File: config.mk
export PLATFORM = sky130hd
export DESIGN_NAME = fft_frame_sequencer_flat
export DESIGN_NICKNAME = d
export VERILOG_FILES = /design/src/rtl/fft_frame_pkg.sv /design/src/rtl/fft_frame_sequencer_if.sv /design/src/rtl/fft_frame_unload.sv /design/src/rtl/fft_frame_sequencer.sv /design/src/flat_wrapper.sv
export SDC_FILE = /design/constraint.sdc
export NUM_CORES = 2
export LEC_CHECK = 0
export ABC_AREA = 1
export BUFFER_PORTS_ARGS = -buffer_cell sky130_fd_sc_hd__buf_4
export CAP_MARGIN = 20
export CORE_AREA = 2 2 432 434
export DETAILED_ROUTE_END_ITERATION = 10
export DIE_AREA = 0 0 434 436
export GPL_ROUTABILITY_DRIVEN = 0
export SLEW_MARGIN = 5
export SYNTH_ARGS = -nofsm -noshare
export SYNTH_HDL_FRONTEND = slang
export SYNTH_SLANG_ARGS = --single-unit
File: constraint.sdc
create_clock -name clk_i -period 2.6 [get_ports clk_i]
set_input_delay 0.65 -clock clk_i [delete_from_list [all_inputs] [get_ports clk_i]]
set_output_delay 0.65 -clock clk_i [all_outputs]
set_load 0.05 [all_outputs]
File: src/rtl/fft_frame_pkg.sv
// Shared types, counter widths and the complex re/im split helper for the
// FFT frame sequencer.
package fft_frame_pkg;

    typedef enum logic [1:0] {
        FILL    = 2'd0,
        COMPUTE = 2'd1,
        HOLD    = 2'd2
    } seq_state_e;

    localparam int unsigned MAX_W = 64;
    localparam int unsigned LAT_W = $clog2(16);

    function automatic int unsigned cnt_width(input int unsigned n);
        return (n > 1) ? $clog2(n) : 1;
    endfunction

    // Sign-extends the re/im halves of a w-bit word held in the low bits of 'word'.
    function automatic void cplx_split(
        input  logic [MAX_W-1:0]          word,
        input  int unsigned               w,
        output logic signed [MAX_W/2-1:0] re,
        output logic signed [MAX_W/2-1:0] im
    );
        int unsigned h;
        h = w / 2;
        for (int unsigned b = 0; b < MAX_W / 2; b++) begin
            im[b] = (b < h) ? word[b]     : word[h-1];
            re[b] = (b < h) ? word[h + b] : word[w-1];
        end
    endfunction

endpackage

File: src/rtl/fft_frame_sequencer_if.sv
// Stream-in, stream-out and core-facing signals of the FFT frame sequencer.
interface fft_frame_sequencer_if #(
    parameter int unsigned N = 16,
    parameter int unsigned W = 32
);
    logic           in_valid;
    logic [W-1:0]   in_data;
    logic           in_ready;
    logic           out_valid;
    logic [W-1:0]   out_data;
    logic           out_first;
    logic           out_last;
    logic           out_ready;
    logic [N*W-1:0] core_x;
    logic [N*W-1:0] core_y;

    modport slave (
        input  in_valid, in_data, out_ready, core_y,
        output in_ready, out_valid, out_data, out_first, out_last, core_x
    );

    modport master (
        output in_valid, in_data, out_ready, core_y,
        input  in_ready, out_valid, out_data, out_first, out_last, core_x
    );
endinterface

File: src/rtl/fft_frame_unload.sv
// Output frame buffer and serial replay. With FFT_OUT_SCALE_EN defined each
// re/im half is arithmetic-shifted right by log2(N) when the frame is loaded.
module fft_frame_unload
    import fft_frame_pkg::*;
#(
    parameter int unsigned N = 16,
    parameter int unsigned W = 32
) (
    input  logic           clk_i,
    input  logic           rst_i,
    input  logic           load_i,
    input  logic [N*W-1:0] frame_i,
    input  logic           out_ready_i,
    output logic           out_valid_o,
    output logic [W-1:0]   out_data_o,
    output logic           out_first_o,
    output logic           out_last_o,
    output logic           free_o
);
    localparam int unsigned CNT_W = cnt_width(N);

    logic [N*W-1:0] frame_s;
    logic [N*W-1:0] buf_d, buf_q;
    logic [CNT_W-1:0] cnt_d, cnt_q, cnt_nxt_s;
    logic [W-1:0]   data_d, data_q;
    logic           valid_d, valid_q;
    logic           first_d, first_q;
    logic           last_d, last_q;
    logic           xfer_s;

`ifdef FFT_OUT_SCALE_EN
    localparam int unsigned LOG2N = $clog2(N);
    logic signed [MAX_W/2-1:0] re_s, im_s;

    // 1/N normalisation of every slot on its way into the buffer
    always_comb begin
        frame_s = '0;
        re_s    = '0;
        im_s    = '0;
        for (int k = 0; k < N; k++) begin
            cplx_split(MAX_W'(frame_i[k*W +: W]), W, re_s, im_s);
            re_s = re_s >>> LOG2N;
            im_s = im_s >>> LOG2N;
            frame_s[k*W +: W] = {re_s[W/2-1:0], im_s[W/2-1:0]};
        end
    end
`else
    assign frame_s = frame_i;
`endif

    assign xfer_s = valid_q && out_ready_i;
    // A frame may be loaded in the same cycle its predecessor's last word leaves.
    assign free_o = !valid_q || (xfer_s && last_q);

    // Buffer load, word advance and frame marker generation
    always_comb begin
        buf_d     = buf_q;
        cnt_d     = cnt_q;
        data_d    = data_q;
        valid_d   = valid_q;
        first_d   = first_q;
        last_d    = last_q;
        cnt_nxt_s = cnt_q + 1'b1;
        if (load_i) begin
            buf_d   = frame_s;
            cnt_d   = '0;
            data_d  = frame_s[W-1:0];
            valid_d = 1'b1;
            first_d = 1'b1;
            last_d  = 1'b0;
        end else if (xfer_s) begin
            if (last_q) begin
                cnt_d   = '0;
                valid_d = 1'b0;
                first_d = 1'b0;
                last_d  = 1'b0;
            end else begin
                cnt_d   = cnt_nxt_s;
                data_d  = buf_q[cnt_nxt_s*W +: W];
                first_d = 1'b0;
                last_d  = (cnt_nxt_s == CNT_W'(N - 1));
            end
        end else begin
            cnt_d = cnt_q;
        end
    end

    // Output buffer registers
    always_ff @(posedge clk_i) begin
        if (rst_i) begin
            buf_q   <= '0;
            cnt_q   <= '0;
            data_q  <= '0;
            valid_q <= 1'b0;
            first_q <= 1'b0;
            last_q  <= 1'b0;
        end else begin
            buf_q   <= buf_d;
            cnt_q   <= cnt_d;
            data_q  <= data_d;
            valid_q <= valid_d;
            first_q <= first_d;
            last_q  <= last_d;
        end
    end

    assign out_valid_o = valid_q;
    assign out_data_o  = data_q;
    assign out_first_o = first_q;
    assign out_last_o  = last_q;

endmodule

File: src/rtl/fft_frame_sequencer.sv
// Collects N serial samples into a frame for an external FFT core, waits
// CORE_LAT cycles, then hands the core result to the unload buffer.
// Optional feature macro: FFT_OUT_SCALE_EN (output scaling in fft_frame_unload).
module fft_frame_sequencer
    import fft_frame_pkg::*;
#(
    parameter int unsigned N        = 16,
    parameter int unsigned W        = 32,
    parameter int unsigned CORE_LAT = 1
) (
    input  logic                  clk_i,
    input  logic                  rst_i,
    fft_frame_sequencer_if.slave  bus
);
    localparam int unsigned CNT_W = cnt_width(N);

    seq_state_e     state_d, state_q;
    logic [CNT_W-1:0] in_cnt_d, in_cnt_q;
    logic [LAT_W-1:0] lat_cnt_d, lat_cnt_q;
    logic [N*W-1:0] core_x_d, core_x_q;
    logic           load_s;
    logic           free_s;

    // Input FSM: fill, wait out the core latency, then hand off when unload is free
    always_comb begin
        state_d   = state_q;
        in_cnt_d  = in_cnt_q;
        lat_cnt_d = lat_cnt_q;
        core_x_d  = core_x_q;
        load_s    = 1'b0;
        case (state_q)
            FILL: begin
                if (bus.in_valid) begin
                    core_x_d[in_cnt_q*W +: W] = bus.in_data;
                    if (in_cnt_q == CNT_W'(N - 1)) begin
                        in_cnt_d  = '0;
                        lat_cnt_d = '0;
                        state_d   = COMPUTE;
                    end else begin
                        in_cnt_d = in_cnt_q + 1'b1;
                    end
                end else begin
                    in_cnt_d = in_cnt_q;
                end
            end
            COMPUTE: begin
                if (lat_cnt_q == LAT_W'(CORE_LAT)) begin
                    lat_cnt_d = '0;
                    if (free_s) begin
                        load_s  = 1'b1;
                        state_d = FILL;
                    end else begin
                        state_d = HOLD;
                    end
                end else begin
                    lat_cnt_d = lat_cnt_q + 1'b1;
                end
            end
            HOLD: begin
                if (free_s) begin
                    load_s  = 1'b1;
                    state_d = FILL;
                end else begin
                    state_d = HOLD;
                end
            end
            default: begin
                state_d = FILL;
            end
        endcase
    end

    // Input FSM and frame registers
    always_ff @(posedge clk_i) begin
        if (rst_i) begin
            state_q   <= FILL;
            in_cnt_q  <= '0;
            lat_cnt_q <= '0;
            core_x_q  <= '0;
        end else begin
            state_q   <= state_d;
            in_cnt_q  <= in_cnt_d;
            lat_cnt_q <= lat_cnt_d;
            core_x_q  <= core_x_d;
        end
    end

    // Gated by reset so the block never advertises space while held in reset.
    assign bus.in_ready = (state_q == FILL) && !rst_i;
    assign bus.core_x   = core_x_q;

    fft_frame_unload #(
        .N (N),
        .W (W)
    ) u_unload (
        .clk_i       (clk_i),
        .rst_i       (rst_i),
        .load_i      (load_s),
        .frame_i     (bus.core_y),
        .out_ready_i (bus.out_ready),
        .out_valid_o (bus.out_valid),
        .out_data_o  (bus.out_data),
        .out_first_o (bus.out_first),
        .out_last_o  (bus.out_last),
        .free_o      (free_s)
    );

endmodule

File: src/flat_wrapper.sv
// flat-port wrapper written by rule: the top's interface ports become plain ports
module fft_frame_sequencer_flat import fft_frame_pkg::*;
#(
    parameter int unsigned N        = 16,
    parameter int unsigned W        = 32,
    parameter int unsigned CORE_LAT = 1
)
  (clk_i, rst_i, bus_in_valid, bus_in_data, bus_out_ready, bus_core_y, bus_in_ready, bus_out_valid, bus_out_data, bus_out_first, bus_out_last, bus_core_x);
  fft_frame_sequencer_if #(.N(N), .W(W)) bus_i ();
  input  logic clk_i;
  input  logic rst_i;
  input wire logic [$bits(bus_i.in_valid)-1:0] bus_in_valid;
  input wire logic [$bits(bus_i.in_data)-1:0] bus_in_data;
  input wire logic [$bits(bus_i.out_ready)-1:0] bus_out_ready;
  input wire logic [$bits(bus_i.core_y)-1:0] bus_core_y;
  output wire logic [$bits(bus_i.in_ready)-1:0] bus_in_ready;
  output wire logic [$bits(bus_i.out_valid)-1:0] bus_out_valid;
  output wire logic [$bits(bus_i.out_data)-1:0] bus_out_data;
  output wire logic [$bits(bus_i.out_first)-1:0] bus_out_first;
  output wire logic [$bits(bus_i.out_last)-1:0] bus_out_last;
  output wire logic [$bits(bus_i.core_x)-1:0] bus_core_x;
  assign bus_i.in_valid = bus_in_valid;
  assign bus_i.in_data = bus_in_data;
  assign bus_i.out_ready = bus_out_ready;
  assign bus_i.core_y = bus_core_y;
  assign bus_in_ready = bus_i.in_ready;
  assign bus_out_valid = bus_i.out_valid;
  assign bus_out_data = bus_i.out_data;
  assign bus_out_first = bus_i.out_first;
  assign bus_out_last = bus_i.out_last;
  assign bus_core_x = bus_i.core_x;
  fft_frame_sequencer #(.N(N), .W(W), .CORE_LAT(CORE_LAT)) u_core (.clk_i(clk_i), .rst_i(rst_i), .bus(bus_i));
endmodule
==> metrics <==
crit-path cells=buf_12 > nand3_1 > xnor2_2 > buf_4 > nand3_1 > nand2_1 > nand2_1 > a21oi_1; Final #Nets=between 8000 and 9000; Seq cells post-synth=between 1000 and 1500; Cells after DPL=between 10000 and 15000; # hold bufs at CTS=0; clock buffer depth=3; Yosys warning count=0; share of cells above drive strength 1=between 10% and 20%; I/O pin cnt=~1100; total gr overflow=0; clock group share of total power=around two fifths; internal cell power=a little over 0.03 W; CP Max Fanout=88; Slew headroom=a little over a quarter; Slew @ Worst Pin=1.09 ns; CP Capture Type=register; die height=436 µm; maximum vdd drop=~0.00063 V; CP max stage cell=dfxtp_4; CTS tree=built; IO buf count=about 1100; CORE AREA=around 0.18 mm²; # setup viols final=0; Mapped Area=~0.047 mm²; filler cell count=~20000; area of the die=roughly 0.19 mm²; pwr dens=729 mW/mm²; Sw Ratio=roughly a third; global-route wire length before repair=338 mm; Synth Instances=7124; pin count of the biggest net entering global routing=between 150 and 200; clk_skew=approximately 0.08 ns; sequential fraction of the synthesis area=45.8%; RSZ-0062 raised after global routing=false; post-synthesis adder-cell area fraction=less than 1%; initial core utilization=around a quarter; crit path time final=2.51 ns; worst slack, placed=between 0.015 and 0.02 ns; Cell Rows=158; htree depth=3; Post-Synthesis Mean Instance Area=6.59 µm²; sequential power share=37.2%; synth unique cells=32; WP data required=between 3 and 4 ns; mux cell area share after synthesis=0%; Data arrival, critical path=around 3.2 ns; vias in the first global route=47413; main combinational cell family by area after synthesis=simple AND/OR/NAND/NOR gates; Post-Synth Simple-Gate Area=between 20% and 30%; clk slew on worst S/H paths=0.06 ns; post-DP HPWL=~190 mm; Post-Layout Cell Count=about 11000; Combinational Power Share=a little under a quarter; Max Slew Vio Count=0; Worst-Skew Late Latency=0.82 ns; antenna-violating nets left=0; number of CTS-inserted buffers=between 100 and 150; endpoints failing hold=0; xor and xnor area share after synthesis=less than 1%; Post-Route WL=243 mm; Max stage delay on crit path=0.42 ns; Clock Tree Root=clkbuf_16; Num Clock Sinks=1073; Final Core Density=34.5%; Layout area overhead=35.7%; final worst slack=0.0862 ns; initial DRC count=roughly 5100; Hold WC Path Type=input pin to register; Die X=between 400 and 500 µm; status=finished, final reports clean; vias per cell=roughly 4.7; max_cap viols=0; Period Utilization, post-route=a little over nine tenths; DRT Pass-1 Iters=6; Psw=roughly 0.016 W; routed via count=50754; initial antenna violation count=28; Startpoint Class=register; CP Class=register to register; Synth Area in Compound Gates=between 10% and 20%; DR WL/cell=~23 µm; P_leak=between 30 and 40 nW; Peak Freq=398 MHz; GRT Overall Usage=between 20 and 25%; syn nets=7684; # DRC=0
==> cells in the final DEF, fill, tap and decap left out, types with 59 or more instances in the layout <==
master,count
a21oi_1,598
dfxtp_1,1072
buf_4,1307
nand3_1,512
nor2_1,1054
nand2_1,1543
o21ai_0,633
nor3_1,100
buf_12,59
inv_1,1010
clkbuf_16,121
==> state kept, by name (all words and copies together) (netlist names) <==
name and cells:
u_core.u_unload.out_valid_o 1, u_core.u_unload.out_last_o 1, u_core.u_unload.out_data_o 32, u_core.u_unload.cnt_q 4
u_core.bus.core_x 512, u_core.u_unload.out_first_o 1, u_core.u_unload.buf_q 512, u_core.in_cnt_q 4
u_core.lat_cnt_q 4, u_core.state_q 2
==> metal layers <==
| metal | share of wire [%] | wire [µm] | up-vias | global-route usage (%) |
|---|---|---|---|---|
| li1 | - | - | 24022 | - |
| met1 | 36 | 87700 | 23764 | 27.6 |
| met2 | 47 | 113000 | 2408 | 40.2 |
| met3 | 8.9 | 21500 | 558 | 5.67 |
| met4 | 8.3 | 20100 | 2 | 18.6 |
| met5 | 0.0033 | 8 | - | 0 |
==> Yosys cell counts, drive strengths merged <==
| cell | n | area, µm² |
|---|---|---|
| buf | 97 | 442 |
| nor2 | 1059 | 3980 |
| a22oi | 1 | 7.51 |
| nand3 | 519 | 2600 |
| o21ai | 635 | 3180 |
| a21oi | 598 | 2990 |
| nand2 | 1544 | 5800 |
| and3 | 1 | 6.26 |
| clkbuf | 403 | 1510 |
| xor2 | 4 | 35.0 |
| o22ai | 17 | 106 |
| inv | 1020 | 3830 |
| a211oi | 1 | 7.51 |
| or2 | 1 | 6.26 |
| clkinv | 2 | 7.51 |
| o211ai | 1 | 7.51 |
| nor3 | 106 | 536 |
| xnor2 | 3 | 33.8 |
| a32oi | 1 | 8.76 |
| dfxtp | 1073 | 21500 |
| ha | 12 | 150 |
| nand4 | 25 | 181 |
| nor3b | 1 | 7.51 |
==> power by group through the flow <==
stage | clock network, W | registers (W) | logic (W)
floorplan | 0 | 0.0181 | 0.00458
global placement | 0 | 0.0176 | 0.0104
detailed placement | 0 | 0.0176 | 0.0104
CTS | 0.0188 | 0.0172 | 0.0105
global route | 0.0194 | 0.0173 | 0.0112
finish | 0.0185 | 0.0173 | 0.0106
==> stage by stage <==
step | hold WS [ns] | power [W] | TNS, ns | cell area, µm²
after floorplan | 0.429 | 0.0227 | 0 | 46900
after CTS | 0.0344 | 0.0465 | 0 | 63600
after global routing | 0.0718 | 0.0479 | 0 | 63600
final | 0.115 | 0.0464 | 0 | 63700
after global placement | 0.433 | 0.0280 | -0.0104 | 59300
after detailed placement | 0.441 | 0.0280 | 0 | 59300
==> logic make-up after synthesis <==
kind of cell	after synthesis
compound gates	1254
xor+xnor	7
fa+ha+maj	12
buf+inv	1522
flops	1073
simple gates	3256
==> area by class of cell <==
cell class              instances  area (µm²)  share of cell area (%)
diodes                         19        47.5                  0.0747
clock buffers                 180        3590                    5.64
clock inverters                47         702                    1.10
inverters                    1022        3860                    6.06
multi-input cells            4529       19900                    31.2
flip-flops and latches       1073       21500                    33.8
well taps                    2480        3100                    4.87
repair buffers               1367       11000                    17.3
==> critical path: cells and delay by family (launching register included) <==
kind | cells | cell delay (ns)
and+or+nand+nor | 4 | 0.90
buffers and inverters | 2 | 0.69
DFF | 1 | 0.42
xor gates and xnor gates | 1 | 0.22
AOI/OAI and AO/OA | 1 | 0.11
==> worst paths after layout <==
path | cells past startpoint | slack [ns] | startpoint | endpoint
max | 8 | 0.09 | u_core.u_unload.cnt_q[0] | u_core.u_unload.out_data_o[7]
min | 3 | 0.12 | bus_core_y[240] | u_core.u_unload.buf_q[240]
max reg2reg | 8 | 0.09 | u_core.u_unload.cnt_q[0] | u_core.u_unload.out_data_o[7]
min reg2reg | 2 | 0.45 | u_core.u_unload.buf_q[356] | u_core.u_unload.buf_q[356]
==> what timing repair did <==
| action | CTS | global route |
|---|---|---|
| resized for setup | 1 | 7 |
| setup buffers | 1 | 0 |
| setup endpoints to repair | 1 | 130 |
No activity file was read; power rests on OpenSTA's default activity.
